File: src/rtl/riscv_pkg.sv
// ============================================================================
// Module   : riscv_pkg
// Brief    : Instruction kinds and RV32I opcodes shared by encoder and decoder.
// Revision : 1.0 - initial release
// ============================================================================
`default_nettype none

package riscv_pkg;

    typedef enum logic [2:0] {
        KIND_LW    = 3'd0,
        KIND_SW    = 3'd1,
        KIND_RTYPE = 3'd2,
        KIND_BEQ   = 3'd3,
        KIND_ITYPE = 3'd4,
        KIND_JAL   = 3'd5,
        KIND_ILL6  = 3'd6,
        KIND_ILL7  = 3'd7
    } instr_kind_t;

    localparam logic [6:0] LW    = 7'b0000011;
    localparam logic [6:0] SW    = 7'b0100011;
    localparam logic [6:0] RTYPE = 7'b0110011;
    localparam logic [6:0] BEQ   = 7'b1100011;
    localparam logic [6:0] ITYPE = 7'b0010011;
    localparam logic [6:0] JAL   = 7'b1101111;

    localparam logic [2:0] c_FUNCT3_WORD = 3'b010;
    localparam logic [2:0] c_FUNCT3_BEQ  = 3'b000;

endpackage

`default_nettype wire

File: src/rtl/enc_fifo.sv
// ============================================================================
// Module   : enc_fifo
// Brief    : Two-entry FIFO with registered head; push and pop may coincide.
// Revision : 1.0 - initial release
// ============================================================================
`default_nettype none

module enc_fifo #(
    parameter int WIDTH = 32
) (
    input  logic             clk,
    input  logic             rst,
    input  logic             i_push,
    input  logic [WIDTH-1:0] i_data,
    input  logic             i_pop,
    output logic             o_full,
    output logic             o_empty,
    output logic [WIDTH-1:0] o_head
);

    logic [WIDTH-1:0] r_mem [2];
    logic             r_wr_ptr;
    logic             r_rd_ptr;
    logic [1:0]       r_count;

    logic w_push;
    logic w_pop;

    assign o_full  = (r_count == 2'd2);
    assign o_empty = (r_count == 2'd0);
    assign o_head  = r_mem[r_rd_ptr];

    assign w_push = i_push && !o_full;
    assign w_pop  = i_pop && !o_empty;

    always_ff @(posedge clk) begin
        if (rst) begin
            r_wr_ptr <= 1'b0;
            r_rd_ptr <= 1'b0;
            r_count  <= 2'd0;
        end else begin
            if (w_push) begin
                r_mem[r_wr_ptr] <= i_data;
                r_wr_ptr        <= ~r_wr_ptr;
            end
            if (w_pop) begin
                r_rd_ptr <= ~r_rd_ptr;
            end
            case ({w_push, w_pop})
                2'b10:   r_count <= r_count + 2'd1;
                2'b01:   r_count <= r_count - 2'd1;
                default: r_count <= r_count;
            endcase
        end
    end

endmodule

`default_nettype wire

File: src/rtl/instr_encoder.sv
// ============================================================================
// Module   : instr_encoder
// Brief    : Encodes RV32I instruction descriptions into words, buffers them
//            and tags each emitted word with its byte address.
// Options  : ENC_RANGE_CHECK_EN - flag immediates that do not fit their field
// Revision : 1.0 - initial release
// ============================================================================
`default_nettype none

module instr_encoder
    import riscv_pkg::*;
(
    input  logic        clk,
    input  logic        reset,
    input  logic        in_valid,
    output logic        in_ready,
    input  logic [2:0]  in_kind,
    input  logic [4:0]  in_rd,
    input  logic [4:0]  in_rs1,
    input  logic [4:0]  in_rs2,
    input  logic [2:0]  in_funct3,
    input  logic        in_funct7b5,
    input  logic [31:0] in_imm,
    output logic        out_valid,
    input  logic        out_ready,
    output logic [31:0] out_instr,
    output logic [31:0] out_addr,
    output logic        err_illegal,
    output logic        err_range
);

    instr_kind_t w_kind;
    logic [31:0] w_instr;
    logic        w_legal;
    logic        w_accept;
    logic        w_push;
    logic        w_pop;
    logic        w_full;
    logic        w_empty;
    logic [31:0] r_addr;
    logic        r_err_illegal;

    assign w_kind   = instr_kind_t'(in_kind);
    assign w_legal  = (in_kind <= 3'd5);
    assign w_accept = in_valid && in_ready;
    assign w_push   = w_accept && w_legal;
    assign w_pop    = out_valid && out_ready;

    always_comb begin
        w_instr = 32'd0;
        case (w_kind)
            KIND_LW:    w_instr = {in_imm[11:0], in_rs1, c_FUNCT3_WORD, in_rd, LW};
            KIND_SW:    w_instr = {in_imm[11:5], in_rs2, in_rs1, c_FUNCT3_WORD, in_imm[4:0], SW};
            KIND_RTYPE: w_instr = {1'b0, in_funct7b5, 5'b00000, in_rs2, in_rs1, in_funct3, in_rd, RTYPE};
            KIND_BEQ:   w_instr = {in_imm[12], in_imm[10:5], in_rs2, in_rs1, c_FUNCT3_BEQ,
                                   in_imm[4:1], in_imm[11], BEQ};
            KIND_ITYPE: w_instr = {in_imm[11:0], in_rs1, in_funct3, in_rd, ITYPE};
            KIND_JAL:   w_instr = {in_imm[20], in_imm[10:1], in_imm[11], in_imm[19:12], in_rd, JAL};
            default:    w_instr = 32'd0;
        endcase
    end

    enc_fifo #(
        .WIDTH (32)
    ) u_fifo (
        .clk     (clk),
        .rst     (reset),
        .i_push  (w_push),
        .i_data  (w_instr),
        .i_pop   (w_pop),
        .o_full  (w_full),
        .o_empty (w_empty),
        .o_head  (out_instr)
    );

    assign in_ready    = !w_full;
    assign out_valid   = !w_empty;
    assign out_addr    = r_addr;
    assign err_illegal = r_err_illegal;

    always_ff @(posedge clk) begin
        if (reset) begin
            r_addr        <= 32'd0;
            r_err_illegal <= 1'b0;
        end else begin
            if (w_pop) begin
                r_addr <= r_addr + 32'd4;
            end
            if (w_accept && !w_legal) begin
                r_err_illegal <= 1'b1;
            end
        end
    end

`ifdef ENC_RANGE_CHECK_EN
    logic w_fits12;
    logic w_fits13;
    logic w_fits21;
    logic w_range_bad;
    logic r_err_range;

    // A value fits an N-bit signed field when bits [31:N-1] are all equal.
    assign w_fits12 = (&in_imm[31:11]) || !(|in_imm[31:11]);
    assign w_fits13 = (&in_imm[31:12]) || !(|in_imm[31:12]);
    assign w_fits21 = (&in_imm[31:20]) || !(|in_imm[31:20]);

    always_comb begin
        w_range_bad = 1'b0;
        case (w_kind)
            KIND_LW, KIND_SW, KIND_ITYPE: w_range_bad = !w_fits12;
            KIND_BEQ:                     w_range_bad = !w_fits13 || in_imm[0];
            KIND_JAL:                     w_range_bad = !w_fits21 || in_imm[0];
            default:                      w_range_bad = 1'b0;
        endcase
    end

    always_ff @(posedge clk) begin
        if (reset) begin
            r_err_range <= 1'b0;
        end else if (w_accept && w_range_bad) begin
            r_err_range <= 1'b1;
        end
    end

    assign err_range = r_err_range;
`else
    logic w_unused_imm;

    assign w_unused_imm = ^in_imm[31:21];
    assign err_range    = 1'b0;
`endif

endmodule

`default_nettype wire
File: config.mk
export PLATFORM = sky130hd
export DESIGN_NAME = instr_encoder
export DESIGN_NICKNAME = d
export VERILOG_FILES = /design/src/rtl/riscv_pkg.sv /design/src/rtl/enc_fifo.sv /design/src/rtl/instr_encoder.sv
export SDC_FILE = /design/constraint.sdc
export NUM_CORES = 1
export LEC_CHECK = 0
export ABC_AREA = 1
export BUFFER_PORTS_ARGS = -buffer_cell sky130_fd_sc_hd__buf_2
export CAP_MARGIN = 20
export CORE_AREA = 2 2 93 95
export DETAILED_ROUTE_END_ITERATION = 10
export DIE_AREA = 0 0 95 97
export PLACE_DENSITY = 0.82
export SLEW_MARGIN = 20
export SYNTH_ARGS = -nofsm -noshare
export SYNTH_HDL_FRONTEND = slang
export SYNTH_SLANG_ARGS = --single-unit
export TNS_END_PERCENT = 1
File: constraint.sdc
create_clock -name clk -period 5.75 [get_ports clk]
set_input_delay 0.575 -clock clk [delete_from_list [all_inputs] [get_ports clk]]
set_output_delay 0.575 -clock clk [all_outputs]
set_load 0.01 [all_outputs]
# ---- Word-level counts from Yosys, hierarchy flattened
# Memories as Yosys holds them, arrays and structs flattened. A register that Yosys moved wholly into a read port is not among the register bits.
# Index checks and enable logic that the tools add are counted.
dict set report totals {
  register_bits 37
  ram_bits 64
  inputBits 58
  elab_cells 39
  mem_count 1
}
# name words word_bits rd rd_ports_with_merged_regs wr line_no
set mem_list {}
lappend mem_list {u_fifo.r_mem 2 32 1 1 1 enc_fifo.sv:21} ;# logic [WIDTH-1:0] r_mem [2];
dict set report op_classes {
  n_addsub 3
  magnitude_cmp 1
  n_eq_ne 8
  muxes 7
  bitwise 2
  reduce_logical 12
}
# operator n
set ops {}
lappend ops {{32-bit case mux with 6 select lines} 1}
lappend ops {{32-bit by 3-bit adder with 32-bit output (second input constant)} 1}
lappend ops {{3-bit by 2-bit == test with 1-bit output (second input constant)} 2}
lappend ops {{3-bit == test (second input constant)} 2}
lappend ops {{1-bit logical AND} 6}
lappend ops {{1-bit two-way mux} 5}
lappend ops {{2-bit == test (second input constant)} 2}
lappend ops {{2-bit case mux with 2 select lines} 1}
lappend ops {{3-bit by 1-bit == test with 1-bit output (second input constant)} 1}
lappend ops {{3-bit less-or-equal comparator (second input constant)} 1}
lappend ops {{1-bit logical NOT} 3}
lappend ops {{3-bit logical NOT} 1}
lappend ops {{2-bit by 1-bit adder with 2-bit output (second input constant)} 1}
lappend ops {{2-bit by 1-bit == test with 1-bit output (second input constant)} 1}
lappend ops {{2-bit logical NOT} 1}
lappend ops {{1-bit NOT} 2}
lappend ops {{2-bit nonzero test} 1}
lappend ops {{2-bit by 1-bit subtractor with 2-bit output (second input constant)} 1}

# ---- Logic depth before layout (Yosys ltp)
dict set report logic_depth {
  word_depth 8
  depth_mapped 10
}

# ---- By module
# A second synthesis with hierarchy kept.
dict set report hier_totals {
  hier_cells 500
  hier_area_um2 4893.4
}
# mod instances cells_per_inst area_per_inst_um2 seq_area_each_um2
set modules_own_cells {}
lappend modules_own_cells {enc_fifo 1 138 2707.6 2021.9}
lappend modules_own_cells {instr_encoder 1 362 2185.8 620.6}

# ---- Least setup slack after synthesis
# No wires, ideal clock.
dict set report synth_path {
  path_kind {input to register}
  start {input in_kind[2]}
  end {memory u_fifo.r_mem[1][10], enable pin}
  t_arrival_ns 3.089
  slack_ns 2.206
  stages 5
  path_buffers 0
  path_cell_list {nand2_1 inv_1 nor2_1 inv_1 nor3_1}
}
dict set report synth_between {
  elab_chain_cells 6
}
# item line_no
set synth_rtl {}
lappend synth_rtl {{start: declaration} instr_encoder.sv:17} ;# input logic [2:0] in_kind,
lappend synth_rtl {{3-bit less-or-equal comparator} instr_encoder.sv:44} ;# assign w_legal = (in_kind <= 3'd5);
lappend synth_rtl {{1-bit logical AND} instr_encoder.sv:46} ;# assign w_push = w_accept && w_legal;
lappend synth_rtl {{1-bit logical AND} enc_fifo.sv:33} ;# assign w_push = i_push && !o_full;
lappend synth_rtl {{1-bit two-way mux} enc_fifo.sv:42} ;# if (w_push) begin
lappend synth_rtl {{1-bit two-way mux} enc_fifo.sv:37} ;# if (rst) begin
lappend synth_rtl {{1-bit two-way mux (not written as such)} enc_fifo.sv:43} ;# r_mem[r_wr_ptr] <= i_data;
lappend synth_rtl {{end: declaration} enc_fifo.sv:21}
# No other way between the ends.

==> results.sh <==
export IMPL_cts_root_to_sink_buffers=2
export IMPL_via_count=3831
export IMPL_clkTransAtPathRegs_ps=90
export IMPL_worst_path_dominant_cell_family="buffers and inverters"
export IMPL_pre_cts_slack_ps=3490
export IMPL_cts_tree="yes"
export IMPL_rows=33
export IMPL_grt_total_usage=0.230
export IMPL_vdd_ir_drop_max_mv=0.114
export IMPL_coreArea_um2=8130
export IMPL_floorplan_die_area_um2=9220
export IMPL_first_pass_grt_wire_length_um=16800
export IMPL_post_route_drc_count=0
export IMPL_clock_skew_ps=8.28
export IMPL_timing_critical_path_buf_inv=2
export IMPL_ff2ff_setup_slack_ps=3990
export IMPL_postCtsResizedCells=0
export IMPL_yosysSeqAreaShare=0.549
export IMPL_ys_seq_elements=96
export IMPL_timing_final_setup_violations=0
export IMPL_crit_chain="buf_4 > mux2_2 > buf_2"
export IMPL_synthDistinctLibCells=31
export IMPL_end_kind="primary output"
export IMPL_global_route_usage_met2=0.398
export IMPL_maximum_number_of_pins_on_one_net_before_global_route_repair=31
export IMPL_grtUsageMet3=0.0366
export IMPL_instance_count_after_placement_with_tap_cells_included=712
export IMPL_wirelength_um=10300
export IMPL_first_global_vias=3772
export IMPL_regToRegStartpoint="u_fifo.r_count[0]"
export IMPL_worstHoldPathType="reg -> reg"
export IMPL_crit_path_max_incr_delay_ps=400
export IMPL_n_antenna_cell=0
export IMPL_cts_htree_levels=3
export IMPL_final_period_utilization=0.376
export IMPL_finalWorstSetupSlack_ps=3590
export IMPL_floorplan_initialDensity=0.565
export IMPL_drtPass1Iterations=4
export IMPL_post_dp_hpwl_um=7340
export IMPL_critical_path_peak_fanout=30
export IMPL_required_time_at_the_endpoint_of_the_critical_path_ps=5180
export IMPL_timing_setup_critical_path_class="reg -> out"
export IMPL_drtIter0Drc=153
export IMPL_number_of_buffers_created_by_cts=9
export IMPL_layout_drive_gt1_share=0.284
export IMPL_netlist_instances=504
export IMPL_worst_hold_slack_ps=475
export IMPL_cts_sinks=96
export IMPL_final_cell_count_no_fill=728
export IMPL_totalNegativeSetupSlack_ps=0
export IMPL_drtAntennaViolNets=0
export IMPL_worstMarginPinSlew_ps=805
export IMPL_number_of_failing_hold_endpoints_at_the_final_stage=0
export IMPL_worstPathArrival_ps=1580
export IMPL_worst_r2r_cell_count=7
export IMPL_worstSetupStartpointType="register"
export IMPL_syn_area_per_cell_um2=9.12
export IMPL_grt_met1_usage=0.287
export IMPL_clockRootBuffer="sky130_fd_sc_hd__clkbuf_8"
export IMPL_cellLeakagePower_nw=2.28
export IMPL_design_portCount=126
export IMPL_final_nets=678
export IMPL_yosysWarningCount=0
export IMPL_die_height_um=97
export IMPL_insertion_delay_ps=360
export IMPL_max_clock_freq_mhz=463
export IMPL_drt_vias_per_instance=5.26
export IMPL_grt_setup_unrepaired="false"
export IMPL_p_per_area_nw_per_um2=276
export IMPL_postCtsSetupRepairBufs=0
export IMPL_cts_hold_buf=0
export IMPL_numPortBuffers=111
export IMPL_worst_path_max_delay_cell="sky130_fd_sc_hd__mux2_2"
export IMPL_hold_path_startpoint="u_fifo.r_rd_ptr"
export IMPL_grt_busiest_layer="met2"
export IMPL_final_period_minus_worst_setup_slack_ps=2160
export IMPL_flow_area_growth_from_synthesis_pct=18.8
export IMPL_critical_path_reg2reg_endpoint="u_fifo.r_mem[1][25]"
export IMPL_gp_congestion=0.892
export IMPL_avgRoutedWirePerCell_um=14.1
export IMPL_mappedNetlistArea_um2=4600
export IMPL_maxCapViolations=0
export IMPL_final_max_slew_viol_count=0
export IMPL_die_width_um=95
export IMPL_holdPathStages=1
export IMPL_grt_overflow_total=0
export IMPL_slew_headroom=0.460
export IMPL_whs_endpoint="u_fifo.r_rd_ptr"
export IMPL_run_status="completed"
export IMPL_antenna_found_initial=0
layout by cell type, fill, tap and decap left out, drive strengths merged, types with 2 or more instances in the layout:
cell type / netlist / final
a22o: 2 / 2
nand4: 10 / 10
bufinv: 0 / 2
nor2: 88 / 88
o21a: 2 / 2
clkinv: 2 / 5
mux2: 30 / 30
o211ai: 4 / 4
dfxtp: 36 / 36
ha: 2 / 2
nor3: 7 / 7
inv: 64 / 65
conb: 1 / 3
clkbuf: 5 / 9
a21oi: 15 / 15
edfxtp: 60 / 60
nand3: 41 / 41
buf: 8 / 114
o21ai: 25 / 25
nand2: 97 / 97
cells in the mapped netlist, drive strengths merged:
master  number  share of area
nand2       97          0.079
nor2        88          0.084
inv         64          0.052
edfxtp      60           0.39
nand3       41          0.050
dfxtp       36           0.16
mux2        30          0.074
o21ai       25          0.029
a21oi       15          0.016
nand4       10          0.014
buf          8          0.013
nor3         7         0.0076
clkbuf       5         0.0041
o211ai       4         0.0065
a22o         2         0.0038
clkinv       2         0.0016
ha           2         0.0054
o21a         2         0.0033
a31oi        1         0.0014
and2         1         0.0014
and3         1         0.0014
conb         1        0.00082
nand3b       1         0.0016
o21bai       1         0.0016
kinds of logic (layout without fill, tap and decap cells):
logic type	Yosys count	after routing	synth area share
other	1	3	0.000816
buffers and inverters	79	196	0.0708
adders and majority gates	2	2	0.00544
muxes	30	30	0.0735
DFF	96	96	0.549
and+or+nand+nor	246	246	0.239
AOI/OAI and AO/OA	50	50	0.0618
sequential cells by signal, summed over array words and instances (netlist names), named ones only:
| signal | flops |
|---|---|
| u_fifo.r_wr_ptr | 1 |
| out_addr | 30 |
| err_illegal | 1 |
| u_fifo.r_count | 2 |
| u_fifo.r_mem | 60 |
| u_fifo.r_rd_ptr | 1 |
worst max path at each step:
stage,start,end,slack (ps),cells after the start
2_1_floorplan,in_kind[2],u_fifo.r_mem[1][10],2210,5
4_1_cts,register,out_instr[0],3560,3
6_report,register,out_instr[0],3590,3
3_3_place_gp,in_kind[2],u_fifo.r_mem[1][22],3560,7
5_1_grt,register,out_instr[0],3500,3
3_5_place_dp,in_kind[2],u_fifo.r_mem[1][23],3490,7
cell type report:
class,instances,area [um^2]
clock buffers,9,124
clock inverters,7,93.8
inverters,66,248
multi-input cells,331,1760
fillers,646,2670
well taps,105,131
repair buffers,114,578
flip-flops and latches,96,2520
per-layer routing:
metal  part of all wire  vias to the layer above
li1                   -                     1897
met1               0.42                     1781
met2               0.50                      134
met3              0.067                       19
met4              0.018                        0
met5                  0                        -
power by group:
| group | internal (mW) | switching (mW) |
|---|---|---|
| Clock | 0.245 | 0.233 |
| Combinational | 0.102 | 0.143 |
| Sequential | 0.767 | 0.0145 |
through the flow:
step / instance area [um^2] / utilization / total power, mW
final: 5460 / 0.671 / 1.51
after global routing: 5460 / 0.671 / 1.57
after CTS: 5460 / 0.671 / 1.52
after detailed placement: 5240 / 0.645 / 1.04
after global placement: 5240 / 0.645 / 1.03
after floorplan: 4600 / - / 0.958
Note: power is estimated with default switching activity, not from simulation.
